**src/rtl/pkt_inject_if.sv**
```systemverilog
// pkt_inject_if: the flit path through the injector.
//   Source side : src_data/src_valid in, src_ready out.
//   FIFO side   : ordy (room for a whole packet) and full in; odata/wr_en out
//                 to the downstream FIFO's idata/wr_en write port.
// master = the injector, slave = whatever drives the source and models the FIFO.
interface pkt_inject_if #(
  parameter int DATAW = 31
);
  logic [DATAW:0] src_data;
  logic           src_valid;
  logic           src_ready;
  logic           ordy;
  logic           full;
  logic [DATAW:0] odata;
  logic           wr_en;

  modport master (
    input  src_data, src_valid, ordy, full,
    output src_ready, odata, wr_en
  );

  modport slave (
    output src_data, src_valid, ordy, full,
    input  src_ready, odata, wr_en
  );
endinterface

```
**src/rtl/pkt_inject.sv**
```systemverilog
// pkt_inject: write-side master for a router input FIFO.
// Moves flits from a local source into the downstream FIFO. A packet
// (PKTLEN+1 flits) only starts when ordy says the FIFO can hold all of it;
// once started it runs to completion without looking at ordy again.
// Ports:
//   clk, rst_      clock (rising edge), synchronous active-low reset
//   bus (master)   src_data/src_valid/src_ready, ordy/full, odata/wr_en
//   busy           packet in progress (SEND or GAP)
//   pkt_cnt        packets fully sent, wrapping counter
//   err            sticky: a write was issued while full was high
module pkt_inject #(
  parameter int DATAW  = 31,
  parameter int PKTLEN = 3,
  parameter int CNTW   = 15
) (
  input  logic           clk,
  input  logic           rst_,
  pkt_inject_if.master   bus,
  output logic           busy,
  output logic [CNTW:0]  pkt_cnt,
  output logic           err
);

  // Smallest counter that can hold the index of the last flit.
  localparam int FCW = (PKTLEN < 1) ? 1 : $clog2(PKTLEN + 1);

  typedef enum logic [1:0] {IDLE, SEND, GAP} state_t;

  state_t         state, state_nxt;
  logic [FCW-1:0] fcnt, fcnt_nxt;
  logic           accept;
  logic           last;
  logic           wr_q;
  logic [DATAW:0] odata_q;

  always_comb begin
    state_nxt     = state;
    fcnt_nxt      = fcnt;
    bus.src_ready = 1'b0;
    accept        = 1'b0;
    last          = 1'b0;
    case (state)
      // The start decision needs a flit waiting; ordy alone starts nothing.
      IDLE: if (bus.src_valid && bus.ordy) state_nxt = SEND;
      SEND: begin
        bus.src_ready = 1'b1;
        accept        = bus.src_valid;
        if (accept) begin
          if (fcnt == FCW'(PKTLEN)) begin
            last      = 1'b1;
            fcnt_nxt  = '0;
            state_nxt = GAP;
          end else begin
            fcnt_nxt = fcnt + FCW'(1);
          end
        end
      end
      // One dead cycle so ordy reflects the final write before the next start.
      GAP:     state_nxt = IDLE;
      default: state_nxt = IDLE;
    endcase
  end

  always_ff @(posedge clk) begin
    if (!rst_) begin
      state   <= IDLE;
      fcnt    <= '0;
      wr_q    <= 1'b0;
      odata_q <= '0;
      pkt_cnt <= '0;
      err     <= 1'b0;
    end else begin
      state <= state_nxt;
      fcnt  <= fcnt_nxt;
      wr_q  <= accept;
      if (accept) odata_q <= bus.src_data;
      // Bumped on the accept of the last flit so it shows up together with
      // that flit's write strobe.
      if (last) pkt_cnt <= pkt_cnt + 1'b1;
      if (wr_q && bus.full) err <= 1'b1;
    end
  end

  assign bus.wr_en = wr_q;
  assign bus.odata = odata_q;
  assign busy      = (state != IDLE);

endmodule
```
**src/flat_wrapper.sv**
```systemverilog
// flat-port wrapper written by rule: the top's interface ports become plain ports
module pkt_inject_flat 
#(
  parameter int DATAW  = 31,
  parameter int PKTLEN = 3,
  parameter int CNTW   = 15
)
  (clk, rst_, busy, pkt_cnt, err, bus_src_data, bus_src_valid, bus_ordy, bus_full, bus_src_ready, bus_odata, bus_wr_en);
  pkt_inject_if #(.DATAW(DATAW)) bus_i ();
  input  logic clk;
  input  logic rst_;
  output logic busy;
  output logic [CNTW:0] pkt_cnt;
  output logic err;
  input wire logic [$bits(bus_i.src_data)-1:0] bus_src_data;
  input wire logic [$bits(bus_i.src_valid)-1:0] bus_src_valid;
  input wire logic [$bits(bus_i.ordy)-1:0] bus_ordy;
  input wire logic [$bits(bus_i.full)-1:0] bus_full;
  output wire logic [$bits(bus_i.src_ready)-1:0] bus_src_ready;
  output wire logic [$bits(bus_i.odata)-1:0] bus_odata;
  output wire logic [$bits(bus_i.wr_en)-1:0] bus_wr_en;
  assign bus_i.src_data = bus_src_data;
  assign bus_i.src_valid = bus_src_valid;
  assign bus_i.ordy = bus_ordy;
  assign bus_i.full = bus_full;
  assign bus_src_ready = bus_i.src_ready;
  assign bus_odata = bus_i.odata;
  assign bus_wr_en = bus_i.wr_en;
  pkt_inject #(.DATAW(DATAW), .PKTLEN(PKTLEN), .CNTW(CNTW)) u_core (.clk(clk), .rst_(rst_), .bus(bus_i), .busy(busy), .pkt_cnt(pkt_cnt), .err(err));
endmodule
```
**config.mk**
```make
export PLATFORM = sky130hd
export DESIGN_NAME = pkt_inject_flat
export DESIGN_NICKNAME = d
export VERILOG_FILES = /design/src/rtl/pkt_inject_if.sv /design/src/rtl/pkt_inject.sv /design/src/flat_wrapper.sv
export SDC_FILE = /design/constraint.sdc
export NUM_CORES = 1
export LEC_CHECK = 0
export CORE_MARGIN = 5
export CORE_UTILIZATION = 43
export DETAILED_ROUTE_END_ITERATION = 6
export GPL_TIMING_DRIVEN = 0
export PLACE_DENSITY = 0.8
export SETUP_SLACK_MARGIN = 0.1
export SYNTH_ARGS = -nofsm -noshare
export SYNTH_HDL_FRONTEND = slang
export SYNTH_SLANG_ARGS = --single-unit
```
**constraint.sdc**
```tcl
create_clock -name clk -period 1.86 [get_ports clk]
set_input_delay 0.279 -clock clk [delete_from_list [all_inputs] [get_ports clk]]
set_output_delay 0.279 -clock clk [all_outputs]
set_load 0.02 [all_outputs]
```
; ---- After elaboration in Yosys (flattened, before gate mapping)
; Index checks and enable logic that the tools add are counted.
[word_totals]
ff_bits = 54
inputBits = 37
out_inout_bits = 52
word_cells = 29
[classes]
addsub = 2
eq_ne = 5
mux = 10
n_reduce_logical = 6
[ops]
columns = op, n
row1 = $add 16x1->16 const B, 1
row2 = $mux 2, 4
row3 = $mux 1, 5
row4 = $ne 2x1->1 const B, 2
row5 = $pmux 2 s2, 1
row6 = $reduce_and 3->1, 1
row7 = $add 2x1->2 const B, 1
row8 = $eq 2x1->1 const B, 1
row9 = $eq 2x2->1 const B, 1
row10 = $logic_and 1x1->1, 2
row11 = $logic_not 2->1, 1
row12 = $ne 2x2->1 const B, 1
row13 = $reduce_and 2->1, 1
row14 = $reduce_bool 2->1, 1

; ---- Logic depth before layout (Yosys ltp)
; Gate-level depths: netlist of the first run.
[logic_depth]
depth_word = 4
ltp_mapped = 6
mapped_depth_nobuf = 5

; ---- Least setup slack after synthesis of the first run
; OpenSTA, ideal clock, no wires.
[synth_path]
path_type = reg2reg
start = register u_core.fcnt[0]
end = register u_core.pkt_cnt[15]
setup_ns = 0.072
arrival_ns = 1.439
t_required_ns = 1.788
setup_slack_ns = 0.350
stages_incl_launch_ff = 7
n_path_buf = 1
period_less_slack_ns = 1.510
cell_sequence = dfxtp_1 > ha_1 > and4b_1 > buf_4 > and4_1 > nor3b_2 > mux2i_1
[synth_between]
elab_chain_len = 4
[synth_lines]
columns = item, line
row1 = start: declaration, pkt_inject.sv:30  ; logic [FCW-1:0] fcnt, fcnt_nxt;
row2 = start signal: assignment, pkt_inject.sv:74  ; fcnt <= fcnt_nxt;
row3 = $eq 2x2->1, pkt_inject.sv:49  ; if (fcnt == FCW'(PKTLEN)) begin
row4 = $mux 1, pkt_inject.sv:49
row5 = $mux 1, pkt_inject.sv:48  ; if (accept) begin
row6 = $mux 1, pkt_inject.sv:42  ; case (state)
row7 = end signal: assignment, pkt_inject.sv:79  ; if (last) pkt_cnt <= pkt_cnt + 1'b1;
row8 = end: declaration, pkt_inject.sv:20  ; output logic [CNTW:0] pkt_cnt,
; Every way passes these cells.
; A chain may end at the register's enable or synchronous reset.

; ---- Worst setup path in the final report of the first run
[layout_path]
start = register u_core.pkt_cnt[8]
end = output port pkt_cnt[8]
[layout_rtl]
columns = item, line
row1 = end: declaration, flat_wrapper.sv:13  ; output logic [CNTW:0] pkt_cnt;
; No word-level cell between the ends.

==> results of run 1 <==
-- final cells by class --
cell class | instances | area, µm² | share of cell area, %
timing repair buffer | 87 | 871 | 26.7
clock buffer | 6 | 82.6 | 2.53
buffer | 14 | 61.3 | 1.88
sequential | 54 | 1080 | 33.2
inverter | 1 | 3.75 | 0.115
clock inverter | 2 | 12.5 | 0.384
multi-input combinational | 179 | 1060 | 32.5
tap | 70 | 87.6 | 2.69
-- Yosys cell counts, drive strengths merged --
master  number
ha           2
nor2         1
and2b        1
and4         3
nor2b        2
nand2       77
nand4        5
dfxtp       54
xnor2        8
or3          3
or2          1
mux2i        4
a21boi      37
and4b        1
buf          5
nor3         1
o21ai        3
a21oi        3
and3         3
nand3b       1
inv          1
and2        11
nor3b        2
nand2b       4
nand3        6
clkbuf       9
-- flip-flops by register name (all words and copies together) (netlist names) --
signal,count
u_core.fcnt,2
u_core.state,2
u_core.pkt_cnt,16
u_core.bus.wr_en,1
u_core.err,1
u_core.bus.odata,32
-- worst paths after layout --
path / startpoint / end / slack, ns
max: u_core.pkt_cnt[8] / pkt_cnt[8] / 0.18
min: bus_src_valid / u_core.bus.wr_en / 0.35
max reg2reg: u_core.fcnt[0] / u_core.pkt_cnt[15] / 0.25
min reg2reg: u_core.bus.odata[14] / u_core.bus.odata[14] / 0.46
-- logic make-up after synthesis --
kind of cell / after synthesis / synth area share (%)
fa+ha+maj: 2 / 1.15
buf+inv: 15 / 2.98
flops: 54 / 49.5
xor+xnor: 8 / 3.21
compound gates: 43 / 14.1
simple gates: 122 / 27.3
mux: 4 / 1.83
-- routing by layer --
metal / global-route usage (%) / routed length (µm) / share of wire [%]
met5: 0 / 0 / 0
met4: 5.07 / 64 / 1.2
met1: 18.1 / 2070 / 40
met2: 28.8 / 2580 / 50
met3: 6.65 / 455 / 8.8
-- metrics by stage --
step | power (mW) | std cells | setup TNS, ns | setup WS, ns | util (%)
6_report | 2.11 | 413 | 0 | 0.184 | 65.1
5_1_grt | 2.22 | 413 | 0 | 0.125 | 65.1
4_1_cts | 2.14 | 413 | 0 | 0.123 | 64.6
3_5_place_dp | 1.48 | 405 | -0.330 | -0.150 | 62.7
3_3_place_gp | 1.47 | 405 | -0.210 | -0.119 | 62.7
2_1_floorplan | 1.32 | 248 | 0 | 0.350 | -
-- power groups by stage --
| stage | Combinational [mW] | Sequential, mW | Clock (mW) |
|---|---|---|---|
| floorplan | 0.0752 | 1.25 | 0 |
| global placement | 0.249 | 1.22 | 0 |
| detailed placement | 0.253 | 1.22 | 0 |
| CTS | 0.252 | 1.19 | 0.692 |
| global route | 0.269 | 1.20 | 0.753 |
| finish | 0.247 | 1.20 | 0.671 |
-- what timing repair did --
action                                  CTS  global route
hold buffers                              0             0
endpoints found under the setup margin    3             2
buffers inserted                          0             0
resized for setup                         3             7
==> results_dict.tcl, run 1 <==
set metrics [dict create \
    slowest_stage "clkdlybuf4s50_1" \
    whs_ns 0.347 \
    cts.clk_slew.worst_paths_ns 0.09 \
    hold_path.class "in2reg" \
    gp_congestion 0.737 \
    final_layout_size_suffix_gt1_share_pct 5.83 \
    cp_max_fo 7 \
    antenna_left 0 \
    dpl_cell_area_mm2 0.00314 \
    setup.worst_path.start_class "flip-flop" \
    placementRows 26 \
    drtPass1Iterations 4 \
    routed_wl_um 5170 \
    cts_tree "done" \
    clk_path_buf_depth 2 \
    start_util_pct 43.6 \
    yosysWarnings 0 \
    setup_viol 0 \
    root_buffer "clkbuf_8" \
    nNetsFinal 381 \
    syn_inst 248 \
    irDropWorstVdd_mv 0.439 \
    worst_pin_slew_ns 0.471 \
    crit_cells 1 \
    grt_max_degree 17 \
    p_leak_nw 1.20 \
    grt_pass1_vias 1890 \
    ys_seq_area_share_pct 49.5 \
    die-area_mm2 0.00661 \
    wire_per_inst_um 12.5 \
    syn-cell-area_mm2 0.00218 \
    n_fill_cell 461 \
    yosys-top-cells-area "dfxtp_1, nand2_1, a21boi_0" \
    internal_power_mw 1.62 \
    yosys.area.top_type "dfxtp_1" \
    slew_violations 0 \
    status "completed" \
    insertion_delay_ns 0.31 \
    worstPathArrival_ns 1.40 \
    p_seq_share_pct 56.6 \
    p_sw_uw 494 \
    crit_family "buffers and inverters" \
    hold_path_depth 2 \
    drt_iter0_markers 60 \
    drc_errors 0 \
    grt_overflow 0 \
    via_count 1940 \
    layout_common_cells "clkdlybuf4s50_1, nand2_1, dfxtp_1" \
    syn_area_per_cell_um2 8.81 \
    diodes 0 \
    comb_power_share_pct 11.7 \
    num_io_pins 89 \
    rsz0062_at_grt "false" \
    die_w_um 81.3 \
    grt_pass1_wl_um 8410 \
    swShare_pct 23.4 \
    cts_buffers 5 \
    max_slew_margin_pct 68.6 \
    synth_top_area_share_pct 49.5 \
    die_y_um 81.3 \
    crit_type "reg2out" \
    required_ns 1.58 \
    finalHoldViolCount 0 \
    worstRegToRegCells 6 \
    power_density_mw_per_mm2 648 \
    max_cap_violations 0 \
    fmax_mhz 597 \
    port_buffers 87 \
    antenna_found_initial 0 \
    numClockSinks 54 \
    worst_clock_skew_ns 0.00811 \
    vias_per_cell 4.70 \
    area_delta_synth_final_pct 49.3 \
    critPathBufInv 1 \
    coreArea_mm2 0.00501 \
    post-route-period-util_pct 90.1 \
    crit_chain "clkdlybuf4s50_1" \
    finalInstanceArea_mm2 0.00326 \
    worst_setup_path_end_kind "output pin" \
    htree_levels 2 \
    post-dp-hpwl_um 3950 \
    synth_nets 287 \
    final_common_cell "clkdlybuf4s50_1" \
    fin_crit_ns 1.68 \
    grt_util_all_layers_pct 16.5 \
    slowest_delay_ns 0.65 \
    yosysUniqueCellTypes 30 \
    clockPowerShare_pct 31.7 \
    ys_seq_elements 54 \
]
Power figures use the tool's default switching activity.
==> inputs of run 2 (changes only) <==
--- a/config.mk
+++ b/config.mk
@@ -6,10 +6,10 @@
 export NUM_CORES = 1
 export LEC_CHECK = 0
 export CORE_MARGIN = 5
-export CORE_UTILIZATION = 43
+export CORE_UTILIZATION = 46
 export DETAILED_ROUTE_END_ITERATION = 6
 export GPL_TIMING_DRIVEN = 0
-export PLACE_DENSITY = 0.8
+export PLACE_DENSITY = 0.85
 export SETUP_SLACK_MARGIN = 0.1
 export SYNTH_ARGS = -nofsm -noshare
 export SYNTH_HDL_FRONTEND = slang
==> constraint.sdc (replaced) <==
create_clock -name clk -period 2.15 [get_ports clk]
set_input_delay 0.3225 -clock clk [delete_from_list [all_inputs] [get_ports clk]]
set_output_delay 0.3225 -clock clk [all_outputs]
set_load 0.02 [all_outputs]
==> run 2 against run 1 <==
Count of clock-buffer cells in the layout is 1 lower; sequential share of layout area rose by 0.55 points; sequential power down 14%; combinational power is 13% lower; register-to-register slack improved by 0.16 ns; first-iteration DRC count grew 23%; power down 16%; global-route usage rose by 0.96 points; die area is 5.7% lower; setup slack improved by 0.13 ns; design area decreased by 1.8%; routed wire length down 1.6%.
==> results_dict.tcl, run 2 (synthesis results as in run 1) <==
set metrics [dict create \
    cp_max_fo 6 \
    rsz0062_at_grt "false" \
    insertion_delay_ns 0.31 \
    gp_congestion 0.779 \
    cts_buffers 5 \
    setup_tns_ns 0 \
    routed_wl_um 5090 \
    area_delta_synth_final_pct 46.6 \
    grt_pass1_wl_um 8760 \
    utilization_pct 68.7 \
    crit_family "buffers and inverters" \
    fin_crit_ns 1.83 \
    wire_per_inst_um 12.8 \
    final_common_cell "clkdlybuf4s50_1" \
    r2r-start "u_core.fcnt[0]" \
    setup_viol 0 \
    slowest_stage "clkdlybuf4s50_1" \
    post-dp-hpwl_um 3930 \
    vias_per_cell 4.94 \
    hold_path_depth 3 \
    crit_chain "and2b_1 > clkdlybuf4s50_1" \
    worstRegToRegCells 6 \
    die-area_mm2 0.00623 \
    coreArea_mm2 0.00466 \
    port_buffers 87 \
    post-route-period-util_pct 85.2 \
    irDropWorstVdd_mv 0.417 \
    finalHoldViolCount 0 \
    antenna_found_initial 0 \
    critPathBufInv 1 \
    max_cap_violations 0 \
    layout_common_cells "clkdlybuf4s50_1, nand2_1, dfxtp_1" \
    grt_max_degree 16 \
    fmax_mhz 546 \
    cts.clk_slew.worst_paths_ns 0.10 \
    regToRegSetupSlack_ns 0.41 \
    root_buffer "clkbuf_8" \
    final_layout_size_suffix_gt1_share_pct 4.39 \
    reg2reg_to "u_core.pkt_cnt[15]" \
    grt_util_all_layers_pct 17.4 \
    status "completed" \
    die_w_um 78.9 \
    clk_path_buf_depth 2 \
    die_y_um 78.9 \
    hold_path.class "in2reg" \
    grt_pass1_vias 1952 \
    num_io_pins 89 \
    via_count 1955 \
    antenna_left 0 \
    worstPathArrival_ns 1.51 \
    grt_overflow 0 \
    setup.worst_path.start_class "flip-flop" \
    htree_levels 2 \
    largest_reg_flops 32 \
    drtPass1Iterations 4 \
    setup.worst_path.start "u_core.state[0]" \
    worst_pin_slew_ns 0.464 \
    drt_iter0_markers 74 \
    diodes 0 \
    p_leak_nw 1.16 \
    worst_setup_path_end_kind "output pin" \
    drc_errors 0 \
    cts_hold_buf 0 \
    slew_violations 0 \
    power_density_mw_per_mm2 557 \
    cts_resized 0 \
    endpoint "bus_src_ready" \
    numClockSinks 54 \
    placementRows 25 \
    worst_clock_skew_ns 0.00875 \
    crit_type "reg2out" \
    cts_setup_buffers 0 \
    max_slew_margin_pct 69.1 \
    cts_tree "done" \
    nNetsFinal 381 \
    required_ns 1.83 \
    slowest_delay_ns 0.62 \
    crit_cells 2 \
    start_util_pct 46.9 \
]
==> run 2: how the worst min path moves through the flow <==
stage          slack, ns                  from              endpoint
2_1_floorplan       0.43       u_core.state[1]       u_core.state[0]
3_5_place_dp        0.46  u_core.bus.odata[25]  u_core.bus.odata[25]
5_1_grt             0.44                  rst_     u_core.pkt_cnt[9]
6_report            0.41                  rst_    u_core.pkt_cnt[15]
4_1_cts             0.41                  rst_    u_core.pkt_cnt[15]
3_3_place_gp        0.45  u_core.bus.odata[19]  u_core.bus.odata[19]
==> run 2: worst reg2reg max path, cell delays in order (launching register included) <==
cell     delay, ns
dfxtp_1       0.36
ha_1          0.24
and4b_1       0.21
buf_4         0.16
and4_1        0.26
nor3b_2       0.25
mux2i_1       0.20
==> run 2: layer usage <==
layer | vias up | GRT usage, % | part of all wire [%]
met4 | 0 | 7.22 | 2.2
met2 | 54 | 30.6 | 51
met5 | - | 0 | 0
met3 | 9 | 6.46 | 8.2
li1 | 1004 | - | -
met1 | 888 | 18.9 | 38
==> run 2: cell type report <==
cell class	count	area, µm²
inverters	1	3.75
multi-input cells	179	1040
repair buffers	87	871
well taps	54	67.6
flip-flops and latches	54	1080
fillers	402	1460
clock buffers	5	68.8
clock inverters	2	10.0
plain buffers	14	61.3
==> run 2: report_power, final <==
group	switching [mW]	internal, mW
Sequential	0.0113	1.02
Combinational	0.0945	0.122
Clock	0.315	0.219
==> run 2: per-stage QoR <==
| step | setup slack, ns | instances | total power, mW | area, µm² | hold WS, ns |
|---|---|---|---|---|---|
| after floorplan | 0.640 | 248 | 1.15 | 2180 | 0.434 |
| after global placement | 0.134 | 389 | 1.27 | 3120 | 0.449 |
| after detailed placement | 0.0749 | 389 | 1.28 | 3120 | 0.456 |
| after CTS | 0.303 | 396 | 1.80 | 3200 | 0.406 |
| after global routing | 0.220 | 396 | 1.87 | 3200 | 0.442 |
| final | 0.318 | 396 | 1.78 | 3200 | 0.407 |
